$ cat src/rtl/dmem_port_arbiter.sv
`default_nettype none
// ============================================================================
// Module      : dmem_port_arbiter
// Description : Two-port arbiter sharing a single-ported, synchronous-read
//               data memory between the datapath (port 0, fixed priority)
//               and a debug/loader master (port 1, starvation-bounded).
//               Read data is returned with a per-port valid strobe one
//               cycle after the grant.
// Revision    : 1.0  initial release
// ============================================================================
module dmem_port_arbiter #(
    parameter int AW       = 13,
    parameter int DW       = 32,
    parameter int MAX_WAIT = 4
) (
    input  logic          clk,
    input  logic          rst,

    input  logic          p0_req,
    input  logic          p0_wen,
    input  logic [AW-1:0] p0_addr,
    input  logic [DW-1:0] p0_wdata,
    output logic          p0_gnt,
    output logic          p0_rvalid,
    output logic [DW-1:0] p0_rdata,

    input  logic          p1_req,
    input  logic          p1_wen,
    input  logic [AW-1:0] p1_addr,
    input  logic [DW-1:0] p1_wdata,
    output logic          p1_gnt,
    output logic          p1_rvalid,
    output logic [DW-1:0] p1_rdata,

    output logic          mem_en,
    output logic          mem_wen,
    output logic [AW-1:0] mem_addr,
    output logic [DW-1:0] mem_wdata,
    input  logic [DW-1:0] mem_rdata,

    output logic          p1_forced,
    output logic [15:0]   conflict_cnt
);

    localparam logic [3:0]  C_MAX_WAIT = 4'(MAX_WAIT);
    localparam logic [15:0] C_CNT_MAX  = 16'hFFFF;

    // Consecutive cycles port 1 has been requesting without a grant.
    logic [3:0]  wait_cnt_q;
    logic [3:0]  wait_cnt_d;
    // One-hot owner of the read issued last cycle (bit N = port N).
    logic [1:0]  rd_owner_q;
    logic [1:0]  rd_owner_d;
    // Saturating count of cycles with both ports requesting.
    logic [15:0] conflict_cnt_q;
    logic [15:0] conflict_cnt_d;

    logic        w_force;
    logic        w_conflict;

    // Starvation override: port 1 has waited its full budget.
    assign w_force    = p1_req && (wait_cnt_q == C_MAX_WAIT);
    assign w_conflict = p0_req && p1_req;

    // Grant decision; both grants are held low throughout reset.
    always_comb begin
        p0_gnt    = 1'b0;
        p1_gnt    = 1'b0;
        p1_forced = 1'b0;
        if (!rst) begin
            if (w_force) begin
                p1_gnt    = 1'b1;
                p1_forced = 1'b1;
            end else if (p0_req) begin
                p0_gnt    = 1'b1;
            end else if (p1_req) begin
                p1_gnt    = 1'b1;
            end
        end
    end

    // Memory pin mux: granted port drives the memory, idle drives zeros.
    always_comb begin
        mem_en    = p0_gnt | p1_gnt;
        mem_wen   = 1'b0;
        mem_addr  = '0;
        mem_wdata = '0;
        if (p0_gnt) begin
            mem_wen   = p0_wen;
            mem_addr  = p0_addr;
            mem_wdata = p0_wdata;
        end else if (p1_gnt) begin
            mem_wen   = p1_wen;
            mem_addr  = p1_addr;
            mem_wdata = p1_wdata;
        end
    end

    // Next-state for the wait counter, read owner and conflict counter.
    always_comb begin
        wait_cnt_d = wait_cnt_q;
        if (!p1_req || p1_gnt) begin
            wait_cnt_d = 4'd0;
        end else if (wait_cnt_q != C_MAX_WAIT) begin
            wait_cnt_d = wait_cnt_q + 4'd1;
        end

        rd_owner_d = {p1_gnt & ~p1_wen, p0_gnt & ~p0_wen};

        conflict_cnt_d = conflict_cnt_q;
        if (w_conflict && (conflict_cnt_q != C_CNT_MAX)) begin
            conflict_cnt_d = conflict_cnt_q + 16'd1;
        end
    end

    // State registers; reset also kills any read still in flight.
    always_ff @(posedge clk or posedge rst) begin
        if (rst) begin
            wait_cnt_q     <= 4'd0;
            rd_owner_q     <= 2'b00;
            conflict_cnt_q <= 16'd0;
        end else begin
            wait_cnt_q     <= wait_cnt_d;
            rd_owner_q     <= rd_owner_d;
            conflict_cnt_q <= conflict_cnt_d;
        end
    end

    // Read return: data is only passed through to the port that owns it.
    always_comb begin
        p0_rvalid = rd_owner_q[0];
        p1_rvalid = rd_owner_q[1];
        p0_rdata  = rd_owner_q[0] ? mem_rdata : '0;
        p1_rdata  = rd_owner_q[1] ? mem_rdata : '0;
    end

    assign conflict_cnt = conflict_cnt_q;

endmodule
`default_nettype wire

$ cat config.mk
export PLATFORM = sky130hd
export DESIGN_NAME = dmem_port_arbiter
export DESIGN_NICKNAME = d
export VERILOG_FILES = /design/src/rtl/dmem_port_arbiter.sv
export SDC_FILE = /design/constraint.sdc
export NUM_CORES = 1
export LEC_CHECK = 0
export CORE_AREA = 4 4 99 101
export CTS_BUF_LIST = sky130_fd_sc_hd__clkbuf_8 sky130_fd_sc_hd__clkbuf_16
export CTS_CLUSTER_SIZE = 8
export DETAILED_ROUTE_END_ITERATION = 6
export DIE_AREA = 0 0 103 105
export MAX_ROUTING_LAYER = met4
export PLACE_DENSITY_LB_ADDON = 0.1
export SLEW_MARGIN = 10
export SYNTH_ARGS = -nofsm -noshare
export SYNTH_HDL_FRONTEND = slang
export SYNTH_SLANG_ARGS = --single-unit
export TNS_END_PERCENT = 50
$ cat constraint.sdc
create_clock -name clk -period 3.3 [get_ports clk]
set_input_delay 0.825 -clock clk [delete_from_list [all_inputs] [get_ports clk]]
set_output_delay 0.825 -clock clk [all_outputs]
set_load 0.05 [all_outputs]
==> metrics, run 1 <==
Tot Pwr 1.53 mW; Filler Cell Count 808; Peak VDD IR 0.453 mV; most frequent cells in the layout clkdlybuf4s50_1 (145), buf_4 (73), and2_1 (64); gr usage total 19.6%; Hold Buf Count CTS 0; max incr delay on CP 0.54 ns; first-pass GRT wire length 15900 µm; Bufs on Longest Clock Path 2; Clock Sinks 22; Setup Viol. Count Final 0; highest clock rate 314 MHz; RR Endpoint conflict_cnt[1]; largest net degree at the start of global routing 36; count of final hold-check violations 0; routed wire length 11100 µm; cell taking the most area after synthesis dfrtp_1; Buffers on Ports 259; clk root buf clkbuf_8; status completed; ys flop type dfrtp_1; register bit total from synthesis 22; GR Overflow Total 0; H-tree depth 1; Worst R2R Start conflict_cnt[0]; die footprint 0.0108 mm²; CP Cell Sequence clkdlybuf4s50_1, clkinvlp_4, and3_2, buf_4, a22o_1, buf_12; Slew Limit Headroom 62.1%; worst slew pin tran 0.566 ns; Hold/Removal Path Class reg2reg; crit end category output pin; Crit Path Class in2out; DR vias 2821; CTS tree done; PwrDens 295 mW/mm²; Die H 105 µm; largest cells by area after synthesis dfrtp_1 (27%), a22o_1 (20%), and2_1 (20%); synthesized instance count 240; DR DRC count 0; synth unique cells 37; area of the core 0.00902 mm²; post-route cell area 0.00519 mm²; fraction of final layout cells sized beyond drive strength 1 28.7%; initial antenna violation count 2; sequential share of the synthesized area 27.0%; Layout Utilization 57.6%; minimum clock period 3.19 ns; max_cap viols 0; Post-synth EDFFs 0; commonest non-fill, non-tap cell in the layout clkdlybuf4s50_1; Worst-path clk slew 0.07 ns; Slew Viols, Final 0; WL/cell 18.2 µm; Synth Warn # 0; worst-skew pair later-pin latency 0.26 ns; post-route setup TNS 0 ns; worst reg-to-reg setup slack 1.41 ns; vias in the first global route 2784; Final period util 96.6%; Fin Clk Skew 0.00648 ns; DRT Pass-1 Iters 4; TritonCTS buffer count 3; area grow syn2layout 155%; Worst EP arrival 2.36 ns; Setup Buffers After CTS 0; async set-reset flop share out of synthesis 100%; vias per std cell 4.64; initial DRC count 118; GP Congestion 0.895; critical path fanouts, max 11; Initial Util 22.6%; RSZ-0062 raised after global routing false; post-CTS sizing 0; R2R depth 5; Yosys top cell area share 27.0%; Detailed Place HPWL 9730 µm; CP Launch Type primary input; Lkg Pwr 2.31 nW; hold_sp conflict_cnt[0]; hold depth 1; Post-Syn Area per Cell 8.50 µm²; Mapped Nets 371; hold worst-path end conflict_cnt[0]; Req. time, crit path 2.47 ns; nets 628; Post-DP Area 0.00515 mm²; Ports 260; ANT nets after route 0; row count 35; Worst path slowest cell clkdlybuf4s50_1; Cell Area, Synth 0.00204 mm²; Die Width 103 µm
==> through the flow <==
step	std cells	setup slack, ns	hold WS, ns
6_report	608	0.111	0.530
5_1_grt	608	0.0130	0.572
4_1_cts	606	0.0962	0.535
3_5_place_dp	603	0.0964	0.521
3_3_place_gp	603	0.134	0.511
2_1_floorplan	240	0.161	0.494
==> cell type report <==
| type | instances | area [µm²] | share of cell area (%) |
|---|---|---|---|
| antenna | 2 | 5.00 | 0.0964 |
| timing repair buffer | 270 | 3040 | 58.5 |
| inverter | 6 | 26.3 | 0.506 |
| sequential | 22 | 551 | 10.6 |
| clock buffer | 3 | 41.3 | 0.795 |
| multi-input combinational | 194 | 1390 | 26.8 |
| tap | 111 | 139 | 2.67 |
==> critical path: cells and delay by family <==
family          cells  cell delay (ns)
compound gates      1             0.23
buf+inv             4             1.03
simple gates        1             0.28
==> registers in the layout (all words and copies together) (netlist names) <==
register,count
rd_owner_q,2
conflict_cnt,16
wait_cnt_q,4
==> metal layers <==
layer  share of wire [%]  vias up  track usage (%)
met4                 1.8        0             4.44
li1                    -     1382                -
met3                  11       12             6.07
met5                   0        -                -
met2                  53      164             35.5
met1                  33     1263             20.4
==> where the power goes <==
group / switching [mW] / internal [mW] / total [mW]
logic: 0.533 / 0.450 / 0.984
clock network: 0.0832 / 0.0813 / 0.165
registers: 0.0678 / 0.314 / 0.382
==> worst max-delay path by stage <==
stage,slack (ns),end,cells past startpoint,startpoint
after floorplan,0.16,mem_addr[0],5,rst
after CTS,0.1,mem_addr[11],6,rst
after global placement,0.13,mem_addr[6],6,rst
after detailed placement,0.1,mem_addr[11],6,rst
final,0.11,mem_addr[11],6,rst
after global routing,0.01,mem_wdata[29],6,rst
==> Yosys cell counts, drive strengths merged (2+ instances only) <==
library cell / number
nand2: 10
o21ai: 6
a22o: 46
nand2b: 2
nand4: 3
and2: 64
mux2: 3
and3: 2
dfrtp: 22
nor4: 8
xor2: 9
ha: 3
nor3: 4
o31ai: 2
clkbuf: 11
nor2b: 3
nand3: 11
o21a: 2
buf: 7
inv: 6
or2: 2
nor2: 6
==> logic make-up after synthesis <==
kind of cell	count (synthesis)	synth area share (%)
xor gates and xnor gates	10	4.29
adders and majority gates	3	1.84
and+or+nand+nor	118	36.3
buffers and inverters	24	4.85
muxes	3	1.66
DFF	22	27.0
AOI/OAI and AO/OA	60	24.1
Note: power is estimated with default switching activity, not from simulation.
==> inputs of run 2 (changes only) <==
--- a/config.mk
+++ b/config.mk
@@ -10,6 +10,7 @@
 export CTS_CLUSTER_SIZE = 8
 export DETAILED_ROUTE_END_ITERATION = 6
 export DIE_AREA = 0 0 103 105
+export GPL_TIMING_DRIVEN = 1
 export MAX_ROUTING_LAYER = met4
 export PLACE_DENSITY_LB_ADDON = 0.1
 export SLEW_MARGIN = 10
==> results of run 2 <==
No change in the layout: final DEF, timing and power equal those of run 1.
==> inputs of run 3 (changes only) <==
==> constraint.sdc (replaced) <==
create_clock -name clk -period 3.3 [get_ports clk]
set_input_delay 0.825 -clock clk [delete_from_list [all_inputs] [get_ports clk]]
set_output_delay 0.825 -clock clk [all_outputs]
set_load 0.02 [all_outputs]
==> metrics, run 3 (synthesis results as in run 1) <==
status completed; routed wire length 11200 µm; vias per std cell 4.66; commonest non-fill, non-tap cell in the layout clkdlybuf4s50_1; Final period util 98.6%; area grow syn2layout 137%; ANT nets after route 0; DRT Pass-1 Iters 4; Worst path slowest cell clkdlybuf4s50_1; Cells after DPL 606; final std cells w/o fill 610; die footprint 0.0108 mm²; Peak VDD IR 0.331 mV; WL met3 1220 µm; Setup Viol. Count Final 0; vias in the first global route 2875; fraction of final layout cells sized beyond drive strength 1 6.43%; worst slew pin tran 0.518 ns; Post-Route M1 WL 4130 µm; CTS tree done; crit end category output pin; max layer used met4; Post-DP Area 0.00483 mm²; Crit Path Class in2out; Bufs on Longest Clock Path 2; largest net degree at the start of global routing 34; gr usage total 19.9%; post-route setup TNS 0 ns; Clock Sinks 22; Largest register FFs 16; Buffers on Ports 259; post-route cell area 0.00483 mm²; critical path fanouts, max 22; Die Width 103 µm; clk root buf clkbuf_8; Ports 260; RSZ-0062 raised after global routing false; crit-path leading delay family buffers and inverters; DR vias 2841; nets 631; first-pass GRT wire length 16100 µm; area of the core 0.00902 mm²; Worst-path clk slew 0.07 ns; Worst EP arrival 2.43 ns; max incr delay on CP 0.51 ns; Slew Viols, Final 0; Lkg Pwr 2.16 nW; Filler Cell Count 886; minimum clock period 3.25 ns; most frequent cells in the layout clkdlybuf4s50_1 (210), and2_1 (64), a22o_1 (46); worst-skew pair later-pin latency 0.26 ns; Detailed Place HPWL 9650 µm; Tot Pwr 1.19 mW; CP Launch Type primary input; count of final hold-check violations 0; initial antenna violation count 1; Hold/Removal Path Class reg2reg; Req. time, crit path 2.47 ns; row count 35; initial DRC count 145; GR Overflow Total 0; CP Cell Sequence clkdlybuf4s50_1, nand2_1, and3_2, buf_12, or2_2, dlygate4sd2_1; H-tree depth 1; highest clock rate 307 MHz; DR DRC count 0; Fin Clk Skew 0.00346 ns; Critical path buffers and inverters 3; Initial Util 22.6%; max_cap viols 0; PwrDens 247 mW/mm²; Die H 105 µm; TritonCTS buffer count 3; met2 routed WL 5700 µm; GP Congestion 0.888; Slew Limit Headroom 65.2%; WL/cell 18.4 µm
## run 3: timing repair
item                                   4_1_cts  5_1_grt
hold buffers                                 0        0
buffers inserted                             0        0
setup endpoints to repair                   45        2
resized for setup                           47        2
endpoints found under the hold margin        0        0
## run 3: per-layer routing
layer  track usage [%]  vias up
li1                  -     1381
met1              21.4     1287
met2              35.6      163
met3              6.34       10
met4              3.52        0
met5                 -        -
## run 3: final timing paths
path                                       from  cells past startpoint              end  slack (ns)
max in group asynchronous                   rst                      3  conflict_cnt[2]        2.07
worst max register to register  conflict_cnt[0]                      5  conflict_cnt[1]        1.41
worst min-delay path            conflict_cnt[0]                      1  conflict_cnt[0]        0.53
worst min register to register  conflict_cnt[0]                      1  conflict_cnt[0]        0.53
worst max-delay path                     p1_req                      6           mem_en        0.05
min in group asynchronous                   rst                      3  conflict_cnt[1]        0.91
## run 3: power breakdown
part | internal (mW) | switching (mW)
logic | 0.355 | 0.289
clock network | 0.0814 | 0.0828
registers | 0.314 | 0.0701
## run 3: layout make-up
cell class | count | area [µm²] | share of cell area (%)
diodes | 1 | 2.50 | 0.0518
clock buffers | 3 | 41.3 | 0.854
inverters | 6 | 22.5 | 0.466
multi-input cells | 194 | 1390 | 28.8
flip-flops and latches | 22 | 551 | 11.4
well taps | 111 | 139 | 2.87
repair buffers | 273 | 2690 | 55.6
## run 3: through the flow
step	util [%]	setup slack [ns]	hold slack (ns)
after global routing	53.6	0.00920	0.545
after floorplan	-	0.0725	0.494
final	53.6	0.0475	0.534
after global placement	53.6	-0.212	0.518
after CTS	53.5	0.000174	0.532
after detailed placement	53.6	-0.218	0.522
